File: config.mk
export PLATFORM = sky130hd
export DESIGN_NAME = game_round_timer
export DESIGN_NICKNAME = d
export VERILOG_FILES = /design/src/rtl/game_round_timer_pkg.sv /design/src/rtl/game_round_timer_tick_prescaler.sv /design/src/rtl/game_round_timer.sv
export SDC_FILE = /design/constraint.sdc
export NUM_CORES = 1
export LEC_CHECK = 0
export ABC_AREA = 1
export ABC_CLOCK_PERIOD_IN_PS = 1900
export CELL_PAD_IN_SITES_DETAIL_PLACEMENT = 1
export CELL_PAD_IN_SITES_GLOBAL_PLACEMENT = 1
export CORE_ASPECT_RATIO = 1.25
export CORE_UTILIZATION = 37
export CTS_CLUSTER_DIAMETER = 60
export DETAILED_ROUTE_END_ITERATION = 7
export GPL_ROUTABILITY_DRIVEN = 0
export PLACE_DENSITY_LB_ADDON = 0.1
export SYNTH_ARGS = -nofsm -noshare
export SYNTH_HDL_FRONTEND = slang
export SYNTH_SLANG_ARGS = --single-unit
File: constraint.sdc
create_clock -name clk -period 1.9 [get_ports clk]
set_input_delay 0.38 -clock clk [delete_from_list [all_inputs] [get_ports clk]]
set_output_delay 0.38 -clock clk [all_outputs]
set_load 0.05 [all_outputs]
File: src/rtl/game_round_timer_pkg.sv
// ---------------------------------------------------------------------------
// game_round_timer_pkg
// Shared game constants and types. The round FSM, the HUD overlay and the
// multiplayer link all import this package so they agree on round length,
// magazine size, reload time and the score that ends a round.
// ---------------------------------------------------------------------------
package game_round_timer_pkg;

    localparam int unsigned GAME_CLK_FREQ_HZ  = 65_000_000;
    localparam int unsigned GAME_ROUND_TIME_S = 60;
    localparam int unsigned GAME_MAGAZINE     = 6;
    localparam int unsigned GAME_RELOAD_S     = 2;
    localparam int unsigned GAME_SCORE_TARGET = 50;

    typedef enum logic [1:0] {
        IDLE,
        RUNNING,
        RELOAD,
        FINISHED
    } round_state_t;

    // Decrement that stops at zero instead of wrapping.
    function automatic logic [7:0] sat_dec8(input logic [7:0] value);
        return (value == 8'd0) ? 8'd0 : value - 8'd1;
    endfunction

    // Increment that stops at 255 instead of wrapping.
    function automatic logic [7:0] sat_inc8(input logic [7:0] value);
        return (value == 8'hFF) ? 8'hFF : value + 8'd1;
    endfunction

endpackage

File: src/rtl/game_round_timer_tick_prescaler.sv
// ---------------------------------------------------------------------------
// game_round_timer_tick_prescaler
// Divides the system clock down to a one-cycle sec_tick every DIVIDE enabled
// cycles. The count holds while en is low and returns to zero on clr.
//
// Ports:
//   clk       in   system clock
//   rst       in   synchronous, active-high reset
//   en        in   count enable
//   clr       in   synchronous clear (wins over en)
//   sec_tick  out  high in the enabled cycle where the count wraps
// ---------------------------------------------------------------------------
module game_round_timer_tick_prescaler #(
    parameter int unsigned DIVIDE = 65_000_000
) (
    input  logic clk,
    input  logic rst,
    input  logic en,
    input  logic clr,
    output logic sec_tick
);

    localparam int unsigned CNT_W = (DIVIDE > 1) ? $clog2(DIVIDE) : 1;
    localparam logic [CNT_W-1:0] TERMINAL = CNT_W'(DIVIDE - 1);

    logic [CNT_W-1:0] count;

    // The tick is combinational so the round logic sees it in the same cycle
    // the counter wraps, keeping a full second exactly DIVIDE enabled cycles.
    assign sec_tick = en && (count == TERMINAL);

    // Counter register: clear has priority, otherwise count only when enabled.
    always_ff @(posedge clk) begin
        if (rst || clr) begin
            count <= '0;
        end else if (en) begin
            if (count == TERMINAL) begin
                count <= '0;
            end else begin
                count <= count + 1'b1;
            end
        end
    end

endmodule

File: src/rtl/game_round_timer.sv
// ---------------------------------------------------------------------------
// game_round_timer
// Per-round bookkeeping for the duck game: seconds remaining, magazine and
// reload handling, score, and the game_finished level. Armed by
// game_enable_posedge, runs while game_enable is high, and freezes its
// counters for display once the round ends or the FSM leaves early.
//
// Ports:
//   clk                  in   system clock
//   rst                  in   synchronous, active-high reset
//   game_enable          in   high while the game FSM is in GAME_RUNNING
//   game_enable_posedge  in   one-cycle pulse at round start
//   left_mouse           in   raw left-button level (already synchronised)
//   duck_hit             in   high while the cursor overlaps a live duck
//   time_left            out  seconds remaining
//   shots_left           out  rounds left in the magazine
//   reloading            out  high during the reload window
//   score                out  hits this round
//   shot_fired           out  one-cycle pulse per accepted shot
//   hit_registered       out  one-cycle pulse per accepted hit
//   game_finished        out  high once the round has ended
// ---------------------------------------------------------------------------
module game_round_timer
    import game_round_timer_pkg::*;
#(
    parameter int unsigned CLK_FREQ_HZ  = GAME_CLK_FREQ_HZ,
    parameter int unsigned ROUND_TIME_S = GAME_ROUND_TIME_S,
    parameter int unsigned MAGAZINE     = GAME_MAGAZINE,
    parameter int unsigned RELOAD_S     = GAME_RELOAD_S,
    parameter int unsigned SCORE_TARGET = GAME_SCORE_TARGET
) (
    input  logic       clk,
    input  logic       rst,
    input  logic       game_enable,
    input  logic       game_enable_posedge,
    input  logic       left_mouse,
    input  logic       duck_hit,
    output logic [7:0] time_left,
    output logic [3:0] shots_left,
    output logic       reloading,
    output logic [7:0] score,
    output logic       shot_fired,
    output logic       hit_registered,
    output logic       game_finished
);

    localparam int unsigned RELOAD_W = $clog2(RELOAD_S + 1);

    round_state_t        state, state_next;
    logic [7:0]          time_left_next, score_next;
    logic [3:0]          shots_left_next;
    logic                reloading_next, shot_fired_next;
    logic                hit_registered_next, game_finished_next;
    logic [RELOAD_W-1:0] reload_cnt, reload_cnt_next;
    logic                left_mouse_prev;

    logic                sec_tick, presc_en;
    logic                shot_req, shot_ok, hit_ok;
    logic                time_out, target_hit;
    logic [7:0]          score_inc;

    // Seconds only elapse while a round is actually being played; the
    // prescaler freezes in IDLE/FINISHED and restarts at every round load.
    assign presc_en = ((state == RUNNING) || (state == RELOAD)) && game_enable;

    game_round_timer_tick_prescaler #(
        .DIVIDE (CLK_FREQ_HZ)
    ) u_prescaler (
        .clk      (clk),
        .rst      (rst),
        .en       (presc_en),
        .clr      (game_enable_posedge),
        .sec_tick (sec_tick)
    );

    // Event decode: a shot is a rising edge of the button, and it only counts
    // while running with rounds left. Finishing is detected one step ahead
    // so game_finished rises in the same cycle time or score hit the limit.
    always_comb begin
        shot_req   = left_mouse & ~left_mouse_prev;
        shot_ok    = (state == RUNNING) && game_enable && shot_req && (shots_left != 4'd0);
        hit_ok     = shot_ok && duck_hit;
        score_inc  = sat_inc8(score);
        time_out   = sec_tick && (time_left == 8'd1);
        target_hit = hit_ok && (score_inc == 8'(SCORE_TARGET));
    end

    // Next-state and next-output logic. A round load overrides everything
    // else; leaving GAME_RUNNING early drops to IDLE with counters frozen.
    // Finishing wins over entering reload when both happen in one cycle.
    always_comb begin
        state_next          = state;
        time_left_next      = time_left;
        shots_left_next     = shots_left;
        score_next          = score;
        reloading_next      = reloading;
        reload_cnt_next     = reload_cnt;
        game_finished_next  = game_finished;
        shot_fired_next     = 1'b0;
        hit_registered_next = 1'b0;

        if (game_enable_posedge) begin
            state_next         = RUNNING;
            time_left_next     = 8'(ROUND_TIME_S);
            shots_left_next    = 4'(MAGAZINE);
            score_next         = 8'd0;
            reloading_next     = 1'b0;
            reload_cnt_next    = '0;
            game_finished_next = 1'b0;
        end else begin
            case (state)
                IDLE: begin
                    game_finished_next = 1'b0;
                    reloading_next     = 1'b0;
                end

                RUNNING: begin
                    if (!game_enable) begin
                        state_next = IDLE;
                    end else begin
                        if (sec_tick) begin
                            time_left_next = sat_dec8(time_left);
                        end
                        if (shot_ok) begin
                            shots_left_next = shots_left - 4'd1;
                            shot_fired_next = 1'b1;
                        end
                        if (hit_ok) begin
                            score_next          = score_inc;
                            hit_registered_next = 1'b1;
                        end
                        if (time_out || target_hit) begin
                            state_next         = FINISHED;
                            game_finished_next = 1'b1;
                            reloading_next     = 1'b0;
                        end else if (shot_ok && (shots_left == 4'd1)) begin
                            state_next      = RELOAD;
                            reload_cnt_next = RELOAD_W'(RELOAD_S);
                            reloading_next  = 1'b1;
                        end
                    end
                end

                RELOAD: begin
                    if (!game_enable) begin
                        state_next     = IDLE;
                        reloading_next = 1'b0;
                    end else if (sec_tick) begin
                        time_left_next = sat_dec8(time_left);
                        if (time_out) begin
                            state_next         = FINISHED;
                            game_finished_next = 1'b1;
                            reloading_next     = 1'b0;
                        end else if (reload_cnt <= RELOAD_W'(1)) begin
                            state_next      = RUNNING;
                            shots_left_next = 4'(MAGAZINE);
                            reloading_next  = 1'b0;
                            reload_cnt_next = '0;
                        end else begin
                            reload_cnt_next = reload_cnt - RELOAD_W'(1);
                        end
                    end
                end

                FINISHED: begin
                    game_finished_next = 1'b1;
                    reloading_next     = 1'b0;
                end

                default: begin
                    state_next = IDLE;
                end
            endcase
        end
    end

    // State and output registers; every output comes straight from a flop.
    always_ff @(posedge clk) begin
        if (rst) begin
            state           <= IDLE;
            time_left       <= 8'd0;
            shots_left      <= 4'd0;
            score           <= 8'd0;
            reloading       <= 1'b0;
            reload_cnt      <= '0;
            shot_fired      <= 1'b0;
            hit_registered  <= 1'b0;
            game_finished   <= 1'b0;
            left_mouse_prev <= 1'b0;
        end else begin
            state           <= state_next;
            time_left       <= time_left_next;
            shots_left      <= shots_left_next;
            score           <= score_next;
            reloading       <= reloading_next;
            reload_cnt      <= reload_cnt_next;
            shot_fired      <= shot_fired_next;
            hit_registered  <= hit_registered_next;
            game_finished   <= game_finished_next;
            left_mouse_prev <= left_mouse;
        end
    end

endmodule

# After elaboration in Yosys (flattened, before gate mapping)
# Cells that the tools add are included.
# W data, S select, Z words.
# totals
wordCells,136
latchBits,0
n_memories,0
register_bits,55
input_bits,6
ram_bits,0
output_inout_bits,24
rom_bits,0
# op_classes
bitwise,4
n_lt_le_gt_ge,1
mux,47
eq_ne,31
n_addsub,5
n_shift,0
n_div,0
n_reduce_logical,34
multipliers,0
# ops
operator,count
$add A26 B1 Y26 const B,1
$eq A26 B26 Y1 const B,1
$mux W2,13
$mux W26,1
$mux W4,6
$mux W6,4
$reduce_and A7 Y1,3
$ne A3 B3 Y1 const B,6
$mux W8,2
$mux W1,15
$ne A2 B2 Y1 const B,7
$reduce_and A4 Y1,3
$logic_and A1 B1 Y1,9
$reduce_and A3 Y1,3
$add A8 B1 Y8 const B,1
$eq A8 B1 Y1 const B,1
$eq A8 B6 Y1 const B,1
$eq A8 B8 Y1 const B,1
$logic_not A8 Y1,1
$pmux W2 S2,2
$pmux W4 S2,1
$reduce_bool A2 Y1,4
$sub A8 B1 Y8 const B,1
$ne A2 B1 Y1 const B,3
other kinds (25),32

# Logic depth before layout (Yosys ltp)
# Gate-level depths: netlist (run 1).
# logic_depth
word_depth,11
ltp_mapped,15
mapped_depth_nobuf,15

# Modules after synthesis
# A second synthesis (run 1) with hierarchy kept.
# hier_totals
hier_cells,500
area_unflattened_um2,3449.6
# by_module_without_submodules
module,cells_per_inst,area_each_um2,seq_area_each_um2,instances
game_round_timer,273,1844.3,580.6,1
game_round_timer_tick_prescaler,227,1605.3,520.5,1

# Worst setup path before layout (run 1)
# No wires, ideal clock.
# synth_path
kind,reg-to-reg
start,register score[0]
end,register reload_cnt[0]
stages_incl_launch_ff,15
arrival_time_ps,1998
path_buffers,0
period_less_slack_ps,2130
setup_slack_ps,-230
setup_time_ps,132
required_time_ps,1768
cell_sequence,dfxtp_1 > ha_1 > nand2_1 > nor2_1 > nand2_1 > nand2_1 > nor2_1 > nand2_1 > nor2_1 > nand2_2 > nand2_1 > o21ai_1 > nand2_1 > nand2_1 > a21oi_2
# synth_via
elab_chain_len,7
word_cells_on_any_way,8
classes_between,add/sub: 1; eq/ne: 3; mux: 1; reduce/logical: 3
# synth_rtl
item,line,rtl
start: declaration,game_round_timer.sv:41,"output logic [7:0] score,"
start signal: assignment,game_round_timer.sv:194,score <= score_next;
$add A8 B1 Y8 / $eq A8 B8 Y1 (equally long branches),game_round_timer_pkg.sv:29,return (value == 8'hFF) ? 8'hFF : value + 8'd1;
$mux W8 *,game_round_timer_pkg.sv:29,
$eq A8 B6 Y1 *,game_round_timer.sv:85,target_hit = hit_ok && (score_inc == 8'(SCORE_TARGET));
$logic_and A1 B1 Y1 *,game_round_timer.sv:85,
$logic_or A1 B1 Y1 *,game_round_timer.sv:132,if (time_out || target_hit) begin
$ne A2 B2 Y1 (no source line) *,--,
$reduce_and A7 Y1 (no source line) *,--,
end signal: assignment,game_round_timer.sv:196,reload_cnt <= reload_cnt_next;
end: declaration,game_round_timer.sv:54,"logic [RELOAD_W-1:0] reload_cnt, reload_cnt_next;"
# Mark *: on every way between the ends. The rest lies on a longest branch, timed or not.
# A chain may end at the register's enable or synchronous reset.

# Worst setup path in the final report (run 1)
# layout_path
start,register state[1]
end,register shots_left[3]
# layout_via
elab_chain_len,7
word_cells_on_any_way,18
classes_between,eq/ne: 8; mux: 1; reduce/logical: 9
# layout_rtl
item,line,rtl
start: declaration,game_round_timer.sv:49,"round_state_t state, state_next;"
start signal: assignment,game_round_timer.sv:191,state <= state_next;
$eq A2 B1 Y1 / $eq A2 B2 Y1 (equally long branches),"game_round_timer.sv:64, game_round_timer.sv:81, game_round_timer.sv:111",
$logic_or A1 B1 Y1,game_round_timer.sv:64,assign presc_en = ((state == RUNNING) || (state == RELOAD)) && game_enable;
$logic_and A1 B1 Y1,game_round_timer.sv:64,
$logic_and A1 B1 Y1,game_round_timer_tick_prescaler.sv:30,assign sec_tick = en && (count == TERMINAL);
$logic_and A1 B1 Y1,game_round_timer.sv:84,time_out = sec_tick && (time_left == 8'd1);
$ne A2 B2 Y1 (no source line),--,
$reduce_and A7 Y1 (no source line),--,
end signal: assignment,game_round_timer.sv:193,shots_left <= shots_left_next;
end: declaration,game_round_timer.sv:39,"output logic [3:0] shots_left,"
# Parallel ways exist; a longest one is shown, timed or not.

==> flow_summary_export.csv, run 1 <==
group,metric,value,unit
yosys,ys_async_sr_fraction,0,%
clock_network,h-tree-depth,2,
power,power.total,2.46,mW
floorplan,ios,30,
clock_network,cts_tree,"yes",
layout,antennaDiodeCount,0,
power,p_seq_share,48.8,%
yosys,yosysSeqAreaShare,34.6,%
detailed_routing,drt_iter0_markers,96,
detailed_routing,routed_wire_length_per_instance,15.4,um
sta,worst_pin_slew,0.504,ns
floorplan,core_area,0.00829,mm^2
floorplan,start_util,38.4,%
grt,grt_util_met3,2.51,%
power,pwr-share-clk,28.0,%
worst_setup_path,worstPathArrival,2.26,ns
yosys,yosysWarnings,0,
sta,layout_setup_ws,-0.145,ns
worst_hold_path,hold_start,"u_prescaler.count[18]",
layout,final_cells,672,
sta,fmax,489,MHz
grt,overflow,0,
worst_setup_path,critical_path.startpoint_type,"flop",
worst_setup_path,crit_path_end_kind,"flop",
grt,grt_busiest_layer,"met2",
run_status,violations,"design-rule violations, negative setup slack",
sta,min_period,2.04,ns
yosys,synth_ff_type,"dfxtp_1",
clock_network,ctsHoldBuffers,0,
worst_setup_path,worstReg2RegEnd,"shots_left[3]",
worst_setup_path,reg2reg_setup_slack,-0.14,ns
grt,grt_pass1_vias,3530,
grt,grt.total_usage,22.4,%
grt,grt_pass1_wl,16200,um
detailed_routing,totalWireLength,10400,um
clock_network,clock_sinks,55,
yosys,yosysUniqueCellTypes,40,
power,power_frac_comb,23.1,%
detailed_routing,antenna_left,0,
yosys,syn-cell-area,0.00318,mm^2
layout,area_growth,45.3,%
grt,antenna_found_initial,0,
sta,rsz0062_at_grt,"true",
sta,hold_viol,0,
detailed_routing,via_per_inst,5.16,
power,power.leakage,2.00,nW
floorplan,rows,37,
layout,multi_input_area,0.00217,mm^2
grt,grt_max_degree,19,
detailed_routing,drc_errors,4,
clock_network,cts_root_buf,"clkbuf_8",
yosys,syn_area_per_cell,6.80,um^2
floorplan,die-width,84.9,um
sta,fin_setup_tns,-0.686,ns
sta,post-route-period-util,108,%
worst_setup_path,r2r.worst_path.cells,13,
yosys,synth_top_cell_by_area,"dfxtp_1",
power,ir_drop,349,uV
detailed_routing,vias,3470,
clock_network,cts_buffers,5,
yosys,synth_edf_count,0,
place,place_inst,650,
grt,grt_use_met2,43.8,%
yosys,yosysMostFrequentCell,"nand2_1",
worst_hold_path,worstHoldPathCells,1,
floorplan,fp.dieH,106,um
grt,met1_usage,25.4,%
sta,setup_viol,11,
detailed_routing,drtPass1Iterations,8,
layout,drive_gt1_share,35.3,%
yosys,syn_nets,485,
run_status,status,"finished with violations",
layout,n_fill_cell,1063,
worst_hold_path,hold_class,"reg2reg",
power,power_density,532,mW/mm^2
power,p_switching,0.782,mW
worst_setup_path,criticalPathCategory,"reg2reg",
worst_setup_path,crit_fanout,5,
layout,nets,591,
worst_hold_path,whs_endpoint,"u_prescaler.count[18]",
yosys,netlist_top_cells_area,"dfxtp_1 (35%), nand2_1 (10%), nor2_1 (7.9%), inv_1 (7.7%), nand3_1 (5.4%)",
worst_setup_path,cp.required,2.12,ns
place,portBuffers,29,
clock_network,path_clk_slew,0.11,ns
sta,relSlewSlack,66.3,%
yosys,synth_top_area_share,34.6,%
floorplan,die_area,0.00897,mm^2
yosys,netlist_instances,468,
run,cap_viol_max_count,0,
worst_setup_path,rr_startpoint,"state[1]",
sta,finalClockSkew,0.00817,ns
power,p_sw_share,31.9,%
yosys,ys_ff_latch,55,
sta,slew_violations,0,
place,hpwlAfterDp,7710,um
clock_network,worstSkewPairLatency,0.32,ns
clock_network,clk_path_buf_depth,2,
yosys,synthTopCellsByCount,"nand2_1 (86), nor2_1 (67), inv_1 (65)",
power,p_int,1.67,mW
layout,regArea,0.00112,mm^2
## critical path, cell delays in order (launching register included)
cell,delay [ns]
dfxtp_2,0.37
inv_4,0.05
ha_4,0.29
nand2_8,0.06
clkinv_4,0.06
nand4_4,0.09
nor2_4,0.14
nand3_4,0.17
inv_6,0.14
nand3_2,0.12
nand3_4,0.15
nor2_2,0.06
o22ai_1,0.15
nor2_1,0.08
## how the worst max path moves through the flow
stage	startpoint	end	slack (ns)	cells past startpoint
after floorplan	score[4]	reload_cnt[0]	0.001	13
after global placement	game_enable	state[0]	-0.42	14
after detailed placement	game_enable	state[0]	-0.46	14
after CTS	state[1]	shots_left[3]	-0.08	13
after global routing	state[0]	shots_left[3]	-0.26	13
final	state[1]	shots_left[3]	-0.14	13
## repair_timing
item / CTS / global route
endpoints found under the setup margin: 19 / 38
pin swaps: 12 / 32
resized for setup: 21 / 97
buffers inserted: 5 / 10
cloned: 0 / 0
## layer usage
metal	vias up	part of all wire [%]
met5	-	0
met3	15	1.6
li1	1742	-
met4	0	2.4
met1	1675	41
met2	38	55
## power groups by stage
stage | Clock (mW) | Combinational, mW | Sequential, mW
detailed placement | 0 | 0.465 | 1.22
global route | 0.757 | 0.615 | 1.20
CTS | 0.724 | 0.485 | 1.20
global placement | 0 | 0.454 | 1.22
floorplan | 0 | 0.218 | 1.29
finish | 0.689 | 0.568 | 1.20
## registers in the layout, summed over array words and instances, names as in the netlist
register,cells
left_mouse_prev,1
shots_left,4
state,2
game_finished,1
shot_fired,1
hit_registered,1
time_left,8
reloading,1
u_prescaler.count,26
reload_cnt,2
score,8
## final cells by class
| type | instances | area share [%] |
|---|---|---|
| multi-input cells | 338 | 46.9 |
| flip-flops and latches | 55 | 24.3 |
| repair buffers | 104 | 18.2 |
| inverters | 70 | 5.96 |
| well taps | 97 | 2.63 |
| clock buffers | 5 | 1.49 |
| clock inverters | 3 | 0.541 |
## metrics by stage
| step | hold WS [ns] | instance area, um^2 | setup WS, ns | util (%) |
|---|---|---|---|---|
| after floorplan | 0.442 | 3200 | 0.00100 | - |
| after global placement | 0.468 | 4010 | -0.416 | 48.4 |
| after detailed placement | 0.482 | 4010 | -0.460 | 48.4 |
| after CTS | 0.508 | 4200 | -0.0759 | 50.7 |
| after global routing | 0.502 | 4620 | -0.257 | 55.8 |
| final | 0.467 | 4620 | -0.145 | 55.8 |
## cells in the final DEF, fill, tap and decap left out, types with 9 or more instances in the layout
cell,n
a21oi_1,30
nand3_1,26
nand2_1,68
dfxtp_1,41
nor3_1,13
dfxtp_2,13
nand2_2,15
clkdlybuf4s50_1,10
nor2_2,13
nor2_1,52
o21ai_1,9
o21ai_0,17
buf_4,84
inv_1,60
## cell families (layout without fill, tap and decap cells)
logic type,count (synthesis),in the layout,share of synthesized area [%]
AND/OR/NAND/NOR,241,241,35.9
adder cells (fa/ha/maj),11,11,4.33
flip-flops,55,55,34.6
buffers and inverters,75,182,9.24
AO/OA/AOI/OAI,77,77,13.4
XOR/XNOR,9,9,2.48
No activity file was read; power rests on OpenSTA's default activity.
==> run 2, diff against run 1 <==
Settings changed: CORE_MARGIN set to 3.
==> run 2 against run 1 <==
Effect of this change:
- the run ends with negative setup slack left
- non-clock buffer count decreased by 5
- final area decreased by 3.9%
- largest cell class unchanged
- worst setup slack better by 0.089 ns
- sequential power about the same
- worst hold slack worse by 0.019 ns
- first-iteration DRC count is 10% lower
- critical path depth unchanged
- power grew 1.4%
==> flow_summary_export.csv, run 2 (synthesis gave the netlist of run 1 again) <==
group,metric,value,unit
sta,hold_viol,0,
run_status,status,"finished with violations",
sta,post-route-period-util,103,%
worst_hold_path,whs_endpoint,"u_prescaler.count[18]",
grt,overflow,0,
place,post_dp_cell_area,0.00400,mm^2
worst_setup_path,critical_path.startpoint_type,"flop",
worst_setup_path,worstReg2RegEnd,"reloading",
worst_setup_path,cp.required,2.11,ns
power,p_sw_share,30.6,%
floorplan,die_area,0.00975,mm^2
clock_network,ctsHoldBuffers,0,
layout,n_fill_cell,1066,
sta,timing.hold.ws,0.447,ns
power,p_switching,0.762,mW
power,pwr-share-clk,30.0,%
sta,fmax,512,MHz
floorplan,ios,30,
power,power.leakage,1.88,nW
power,p_seq_share,48.2,%
floorplan,fp.dieH,110,um
sta,relSlewSlack,65.9,%
worst_setup_path,worstPathArrival,2.17,ns
clock_network,worstSkewPairLatency,0.32,ns
clock_network,cts_tree,"yes",
power,power_frac_comb,21.8,%
floorplan,die-width,88.9,um
place,hpwlAfterDp,7670,um
sta,setup_viol,6,
power,ir_drop,352,uV
layout,area_growth,39.6,%
grt,antenna_found_initial,0,
power,power_density,561,mW/mm^2
worst_hold_path,hold_class,"reg2reg",
grt,grt.total_usage,21.2,%
detailed_routing,via_per_inst,5.10,
place,portBuffers,29,
run,cap_viol_max_count,0,
clock_network,path_clk_slew,0.10,ns
layout,largest_reg_flops,26,
run_status,violations,"negative setup slack",
detailed_routing,routed_wire_length_per_instance,15.2,um
layout,top_regs,"u_prescaler.count (26), score (8), time_left (8)",
layout,layout_commonest_cell,"buf_4",
detailed_routing,antenna_left,0,
floorplan,core_area,0.00829,mm^2
layout,regMostFlops,"u_prescaler.count",
sta,slew_violations,0,
grt,grt_pass1_wl,16400,um
layout,final_area,0.00444,mm^2
worst_setup_path,rr_startpoint,"state[0]",
clock_network,cts_buffers,5,
floorplan,rows,37,
power,p_int,1.73,mW
sta,worst_pin_slew,0.510,ns
detailed_routing,drc_errors,0,
clock_network,h-tree-depth,2,
worst_setup_path,crit_fanout,5,
detailed_routing,totalWireLength,10100,um
clock_network,clock_sinks,55,
detailed_routing,drt_iter0_markers,86,
grt,grt_pass1_vias,3530,
layout,antennaDiodeCount,0,
layout,drive_gt1_share,31.4,%
layout,nets,586,
worst_setup_path,r2r.worst_path.cells,13,
grt,grt_max_degree,17,
sta,finalClockSkew,0.0105,ns
detailed_routing,vias,3399,
worst_setup_path,crit_path_end_kind,"flop",
floorplan,start_util,38.4,%
layout,mostFrequentLayoutCells,"buf_4 (82), nand2_1 (75), inv_1 (61)",
sta,min_period,1.96,ns
worst_hold_path,hold_start,"u_prescaler.count[18]",
worst_setup_path,reg2reg_setup_slack,-0.06,ns
clock_network,cts_root_buf,"clkbuf_8",
worst_setup_path,criticalPathCategory,"reg2reg",
sta,layout_setup_ws,-0.0550,ns
sta,rsz0062_at_grt,"true",
detailed_routing,drtPass1Iterations,4,
worst_hold_path,worstHoldPathCells,1,
clock_network,clk_path_buf_depth,2,
==> run 2: changes by cell type in the layout (fill, tap and decap cells not counted), sizes merged <==
cell,change
buf,-5
clkbuf,+2
clkinv,-2
clkinvlp,+1
inv,-1
==> run 2: layout make-up <==
type	instances	area [um^2]	share of cell area (%)
clock inverters	1	7.51	0.169
flip-flops and latches	55	1120	25.2
multi-input cells	338	2030	45.7
well taps	97	121	2.73
repair buffers	99	792	17.8
inverters	70	277	6.23
clock buffers	7	96.3	2.17
==> run 2: power groups by stage <==
stage / clock network (mW) / registers [mW] / logic, mW
6_report: 0.747 / 1.20 / 0.543
4_1_cts: 0.761 / 1.20 / 0.500
3_3_place_gp: 0 / 1.22 / 0.450
2_1_floorplan: 0 / 1.29 / 0.218
5_1_grt: 0.802 / 1.20 / 0.593
3_5_place_dp: 0 / 1.22 / 0.463
==> run 2: per-layer routing <==
layer | share of wire [%] | global-route usage, %
met1 | 41 | 24.5
met5 | 0 | 0
met2 | 55 | 40.0
met3 | 2.1 | 2.17
met4 | 2.6 | 6.48
==> run 2: metrics by stage <==
stage	power [mW]	setup slack, ns	util [%]	cells	setup TNS, ns
final	2.49	-0.0550	53.6	667	-0.178
after global routing	2.60	-0.175	53.6	667	-2.72
after floorplan	1.50	0.00100	-	468	0
after CTS	2.46	-0.0345	51.0	659	-0.158
after detailed placement	1.69	-0.428	48.3	649	-10.84
after global placement	1.67	-0.412	48.3	649	-9.03
==> run 2: worst max path at each step <==
stage                     slack [ns]       endpoint  depth (start not counted)        start
after floorplan                0.001  reload_cnt[0]                         13     score[4]
after global placement         -0.41       state[0]                         14  game_enable
after detailed placement       -0.43       state[0]                         14  game_enable
after CTS                      -0.03  reload_cnt[0]                         12     state[1]
after global routing           -0.17  reload_cnt[0]                         11     state[1]
final                          -0.06      reloading                         13     state[0]
==> run 2: timing repair <==
| item | 4_1_cts | 5_1_grt |
|---|---|---|
| setup endpoints to repair | 21 | 35 |
| buffers inserted | 2 | 10 |
| pin swaps | 13 | 15 |
| gates resized for setup | 31 | 51 |
==> run 2: critical path, cell delays in order, from the launching register on <==
cell      delay [ns]
dfxtp_2         0.36
inv_2           0.05
ha_4            0.28
nand2_4         0.08
clkinv_4        0.07
nand4_4         0.09
nor2_4          0.16
nand3_4         0.16
inv_4           0.13
o21ai_2         0.07
a21oi_2         0.19
nand3_1         0.12
nand2_1         0.07
nor2_1          0.03
